[config.mk]
export PLATFORM = sky130hd
export DESIGN_NAME = serial_adder
export DESIGN_NICKNAME = d
export VERILOG_FILES = /design/src/rtl/serial_adder_pkg.sv /design/src/rtl/fullAdder_byHalfAdder.sv /design/src/rtl/serial_adder.sv
export SDC_FILE = /design/constraint.sdc
export NUM_CORES = 1
export LEC_CHECK = 0
export CORE_UTILIZATION = 55
export CTS_CLUSTER_DIAMETER = 40
export DETAILED_ROUTE_END_ITERATION = 10
export GPL_TIMING_DRIVEN = 0
export PLACE_DENSITY = 0.83
export SLEW_MARGIN = 20
export SYNTH_ARGS = -nofsm -noshare
export SYNTH_HDL_FRONTEND = slang
export SYNTH_SLANG_ARGS = --single-unit
export TNS_END_PERCENT = 10
[constraint.sdc]
create_clock -name clk -period 2.6 [get_ports clk]
set_input_delay 0.26 -clock clk [delete_from_list [all_inputs] [get_ports clk]]
set_output_delay 0.26 -clock clk [all_outputs]
set_load 0.03 [all_outputs]
[src/rtl/serial_adder_pkg.sv]
`default_nettype none
// ----------------------------------------------------------------------------
// serial_adder_pkg : state encoding and sizing helpers for serial_adder
// Revision 1.0
// ----------------------------------------------------------------------------
package serial_adder_pkg;

  localparam logic [1:0] ST_IDLE = 2'd0;
  localparam logic [1:0] ST_RUN  = 2'd1;
  localparam logic [1:0] ST_DONE = 2'd2;

  // The spare encoding is named so the next-state logic can recover from it.
  typedef enum logic [1:0] {
    IDLE    = ST_IDLE,
    RUN     = ST_RUN,
    DONE    = ST_DONE,
    ILLEGAL = 2'd3
  } state_e;

  function automatic int cnt_width(input int w);
    int c;
    c = $clog2(w);
    return (c < 1) ? 1 : c;
  endfunction

endpackage
`default_nettype wire

[src/rtl/fullAdder_byHalfAdder.sv]
`default_nettype none
// ----------------------------------------------------------------------------
// fullAdder_byHalfAdder : one-bit full adder built from two half-adder stages
// Revision 1.0
// ----------------------------------------------------------------------------
module fullAdder_byHalfAdder (
  input  logic a,
  input  logic b,
  input  logic cin,
  output logic sum,
  output logic cout
);

  logic w_ha0_sum;
  logic w_ha0_carry;
  logic w_ha1_carry;

  assign w_ha0_sum   = a ^ b;
  assign w_ha0_carry = a & b;
  assign w_ha1_carry = w_ha0_sum & cin;

  assign sum  = w_ha0_sum ^ cin;
  assign cout = w_ha0_carry | w_ha1_carry;

endmodule
`default_nettype wire

[src/rtl/serial_adder.sv]
`default_nettype none
// ----------------------------------------------------------------------------
// serial_adder : LSB-first bit-serial adder, one sum bit per clock
// Revision 1.0
// ----------------------------------------------------------------------------
module serial_adder
  import serial_adder_pkg::*;
#(
  parameter int WIDTH = 8
) (
  input  logic             clk,
  input  logic             rst_n,
  input  logic             start,
  input  logic [WIDTH-1:0] a,
  input  logic [WIDTH-1:0] b,
  input  logic             cin,
  output logic             busy,
  output logic             done,
  output logic [WIDTH-1:0] sum,
  output logic             cout
);

  localparam int             CW       = cnt_width(WIDTH);
  localparam logic [CW-1:0]  LAST_BIT = CW'(WIDTH - 1);

  state_e           state_q, state_d;
  logic [WIDTH-1:0] a_sr_q, a_sr_d;
  logic [WIDTH-1:0] b_sr_q, b_sr_d;
  logic [WIDTH-1:0] ws_q, ws_d;
  logic [WIDTH-1:0] sum_q, sum_d;
  logic             cout_q, cout_d;
  logic             carry_q, carry_d;
  logic [CW-1:0]    cnt_q, cnt_d;
  logic             done_q, done_d;
  logic             busy_q, busy_d;

  logic             fa_sum;
  logic             fa_cout;
  logic [WIDTH-1:0] ws_shift;

  fullAdder_byHalfAdder u_fa (
    .a    (a_sr_q[0]),
    .b    (b_sr_q[0]),
    .cin  (carry_q),
    .sum  (fa_sum),
    .cout (fa_cout)
  );

  // New sum bit enters at the MSB so the LSB-first stream lands in order.
  generate
    if (WIDTH == 1) begin : g_ws_single
      assign ws_shift = fa_sum;
    end else begin : g_ws_multi
      assign ws_shift = {fa_sum, ws_q[WIDTH-1:1]};
    end
  endgenerate

  always_comb begin
    state_d = state_q;
    a_sr_d  = a_sr_q;
    b_sr_d  = b_sr_q;
    ws_d    = ws_q;
    sum_d   = sum_q;
    cout_d  = cout_q;
    carry_d = carry_q;
    cnt_d   = cnt_q;

    case (state_q)
      IDLE: begin
        if (start) begin
          a_sr_d  = a;
          b_sr_d  = b;
          carry_d = cin;
          cnt_d   = '0;
          ws_d    = '0;
          state_d = RUN;
        end
      end
      RUN: begin
        a_sr_d  = a_sr_q >> 1;
        b_sr_d  = b_sr_q >> 1;
        carry_d = fa_cout;
        ws_d    = ws_shift;
        if (cnt_q == LAST_BIT) begin
          sum_d   = ws_shift;
          cout_d  = fa_cout;
          state_d = DONE;
        end else begin
          cnt_d = cnt_q + CW'(1);
        end
      end
      DONE:    state_d = IDLE;
      default: state_d = IDLE;
    endcase

    busy_d = (state_d == RUN) || (state_d == DONE);
    done_d = (state_d == DONE);
  end

  always_ff @(posedge clk or negedge rst_n) begin
    if (!rst_n) begin
      state_q <= IDLE;
      a_sr_q  <= '0;
      b_sr_q  <= '0;
      ws_q    <= '0;
      sum_q   <= '0;
      cout_q  <= 1'b0;
      carry_q <= 1'b0;
      cnt_q   <= '0;
      done_q  <= 1'b0;
      busy_q  <= 1'b0;
    end else begin
      state_q <= state_d;
      a_sr_q  <= a_sr_d;
      b_sr_q  <= b_sr_d;
      ws_q    <= ws_d;
      sum_q   <= sum_d;
      cout_q  <= cout_d;
      carry_q <= carry_d;
      cnt_q   <= cnt_d;
      done_q  <= done_d;
      busy_q  <= busy_d;
    end
  end

  assign busy = busy_q;
  assign done = done_q;
  assign sum  = sum_q;
  assign cout = cout_q;

endmodule
`default_nettype wire

==> flow_summary.json <==
{
  "reg2reg_setup_slack_ps": 800,
  "power_per_cell_area_mw_per_mm2": 1170,
  "post_synth_inst_count": 144,
  "area.growth.synth_to_final_pct": 26.3,
  "max_stage_delay_ps": 430,
  "unrepaired_setup_endpoints_after_global_routing": "no",
  "run_status": "complete, no violations",
  "coreArea_mm2": 0.00303,
  "worst_max_slew_pin_slew_ps": 344,
  "final.setup.tns_ps": 0,
  "r2r-end": "busy",
  "layout_common_cells": "dfrtp_1 (40), clkdlybuf4s50_1 (29), inv_1 (21)",
  "nFillCells": 240,
  "setup_slack_ps": 805,
  "die_width_um": 58.5,
  "cpMaxStageDelayCell": "dfrtp_1",
  "cp.required_ps": 2850,
  "synth_cell_types": 26,
  "power.sequential.fraction": 0.398,
  "clock_power_share": 0.155,
  "postSynthRegisterBits": 40,
  "floorplan.die.height_um": 58.5,
  "p_leak_nw": 1.07,
  "path_common_cell": "ha_1",
  "totalWireLength_mm": 3.49,
  "drt.antenna.violating_nets": 0,
  "fmaxAchievable_mhz": 557,
  "max_cap_violations": 0,
  "yosys_warnings": 0,
  "power.share.combinational": 0.447,
  "final.min_clock_period_ps": 1800,
  "std_cell_rows": 20,
  "num_io_pins": 31,
  "syn_area_per_cell_um2": 12.2,
  "cts.sink_count": 40,
  "antenna_found_initial": 0,
  "initial_utilization": 0.579,
  "drt-wirelength-per-cell_um": 15.3,
  "min_period_over_period": 0.691,
  "post-synth-top-area-cell": "dfrtp_1",
  "numnets_final": 207,
  "dp_hpwl_mm": 2.53,
  "globalRouteMet2Util": 0.391,
  "port-buffer-count": 30,
  "totalPowerFinal_mw": 2.58,
  "cts-root-to-sink-buffers": 2,
  "grt_pass1_vias": 1308,
  "crit-reg2reg-launch": "cnt_q[0]",
  "critical-path-top-delay-family": "adder cells",
  "ctsRootBufferMaster": "clkbuf_4",
  "critical_path_class": "reg2reg",
  "timing.final.max_slew_violations": 0,
  "grt_use_met3": 0.0615,
  "critical_path.endpoint_type": "flop",
  "instance_area_after_placement_mm2": 0.00212,
  "post-route-cell-area_mm2": 0.00221,
  "combined_area_of_the_multi_input_logic_cells_um2": 598,
  "post-synth-top-area-fraction": 0.571,
  "most_common_library_cell_in_the_layout_ignoring_fill_and_taps": "dfrtp_1",
  "grt_pass1_wl_mm": 5.76,
  "hold_violations": 0,
  "power.internal_mw": 1.66,
  "r2r.worst_path.cells": 7,
  "clock_latency_ps": 360,
  "routed_via_count": 1299,
  "post_synthesis_instance_area_mm2": 0.00175,
  "post-cts-setup-buffer-count": 0,
  "global_route.usage.total": 0.229,
  "met1_usage": 0.278,
  "gpl.final_weighted_congestion": 0.809,
  "path_buf_inv": 3,
  "postCtsHoldBufs": 1,
  "cts.reportedPaths.clkPinSlew_ps": 110,
  "synth_nets": 168,
  "die_area_mm2": 0.00342,
  "drive_gt1_frac": 0.158,
  "net_switching_power_mw": 0.923,
  "power.share.switching": 0.358,
  "timing.critical_path.arrival_ps": 2050,
  "setup_viol": 0,
  "layout.area.seq_mm2": 0.00100,
  "globalRoute.totalOverflow": 0,
  "crit_fanout": 10,
  "clock_tree_from_tritoncts": "built",
  "drt-pass1-iter-count": 6,
  "worst_setup_path_start_kind": "flop",
  "max-vdd-ir-drop_v": 0.000511,
  "max-slew-margin-rel": 0.771,
  "ctsHtreeMaxLevel": 2,
  "pre_cts_slack_ps": 828,
  "synth.area.top_cells": "dfrtp_1 (57%), a222oi_1 (8.6%), mux2_2 (5.1%), inv_1 (4.5%), a22o_1 (3.5%)",
  "vias_per_cell": 5.70,
  "yosysSeqAreaShare": 0.571,
  "grt_max_degree": 29,
  "setup_skew_ps": 16.4,
  "worst_hold_path_type": "in2async",
  "tritoncts.num_buffers": 5,
  "first_iter_violations": 94,
  "grt_busiest_layer": "met2",
  "cts_resized": 0,
  "antenna_diode_count": 0,
  "drc": 0,
  "cp_cell_sequence": "ha_1 -> ha_1 -> nand3b_1 -> buf_2 -> inv_1 -> ha_1 -> inv_1"
}
[power groups by stage]
stage,sequential (mW),clock (mW),combinational (mW)
5_1_grt,1.06,0.436,1.26
4_1_cts,1.03,0.416,1.16
3_5_place_dp,1.04,0,1.15
6_report,1.03,0.401,1.15
3_3_place_gp,1.02,0,1.09
2_1_floorplan,1.16,0,0.661
[per-stage QoR]
step                hold WS (ps)  std cells   util
floorplan                  -35.6        144      -
finish                       343        228  0.731
global route                 346        228  0.731
detailed placement           180        219  0.701
CTS                          328        228  0.731
global placement             483        218  0.696
[layout make-up]
type | instances | area share
plain buffers | 10 | 0.0339
clock buffers | 5 | 0.0170
flip-flops and latches | 40 | 0.452
multi-input cells | 73 | 0.270
well taps | 44 | 0.0249
clock inverters | 3 | 0.0192
inverters | 21 | 0.0356
repair buffers | 32 | 0.147
[per-layer routing]
| layer | wire length, µm | vias up |
|---|---|---|
| met5 | 0 | - |
| met1 | 1430 | 650 |
| li1 | - | 599 |
| met3 | 209 | 6 |
| met2 | 1800 | 44 |
| met4 | 49 | 0 |
[state kept, by name, summed over array words and instances (netlist names)]
register / cells
sum: 8
busy: 1
done: 1
a_sr_q: 8
b_sr_q: 8
state_q: 2
carry_q: 1
cout: 1
ws_q: 7
cnt_q: 3
[Yosys cell counts]
| cell type | instances |
|---|---|
| a211o_1 | 1 |
| nor2_1 | 16 |
| clkbuf_2 | 1 |
| nor4bb_1 | 1 |
| mux2i_1 | 1 |
| nand2_1 | 2 |
| and2b_1 | 1 |
| ha_1 | 3 |
| buf_6 | 4 |
| a22o_1 | 7 |
| nand3b_1 | 1 |
| o21bai_2 | 1 |
| nand2b_1 | 2 |
| a21oi_1 | 1 |
| inv_1 | 21 |
| nor2b_1 | 2 |
| a21o_1 | 1 |
| o311ai_0 | 2 |
| a222oi_1 | 15 |
| dfrtp_1 | 40 |
| buf_2 | 5 |
| mux2_2 | 8 |
| a221o_1 | 2 |
| fa_1 | 1 |
| and3_1 | 3 |
| nand4bb_1 | 2 |
[logic make-up after synthesis]
kind of cell / share of synthesized area
buffers and inverters: 0.0878
adders and majority gates: 0.0328
DFF: 0.571
AOI/OAI and AO/OA: 0.161
muxes: 0.0571
and+or+nand+nor: 0.0907
[how the worst max path moves through the flow]
stage	cells after the start	slack, ps	endpoint	start
after global placement	1	380	b_sr_q[3]	rst_n
after CTS	7	800	busy	cnt_q[0]
final	7	800	busy	cnt_q[0]
after floorplan	7	1030	busy	cnt_q[0]
after detailed placement	7	830	busy	cnt_q[0]
after global routing	7	690	busy	cnt_q[0]
No activity file was read; power rests on OpenSTA's default activity.
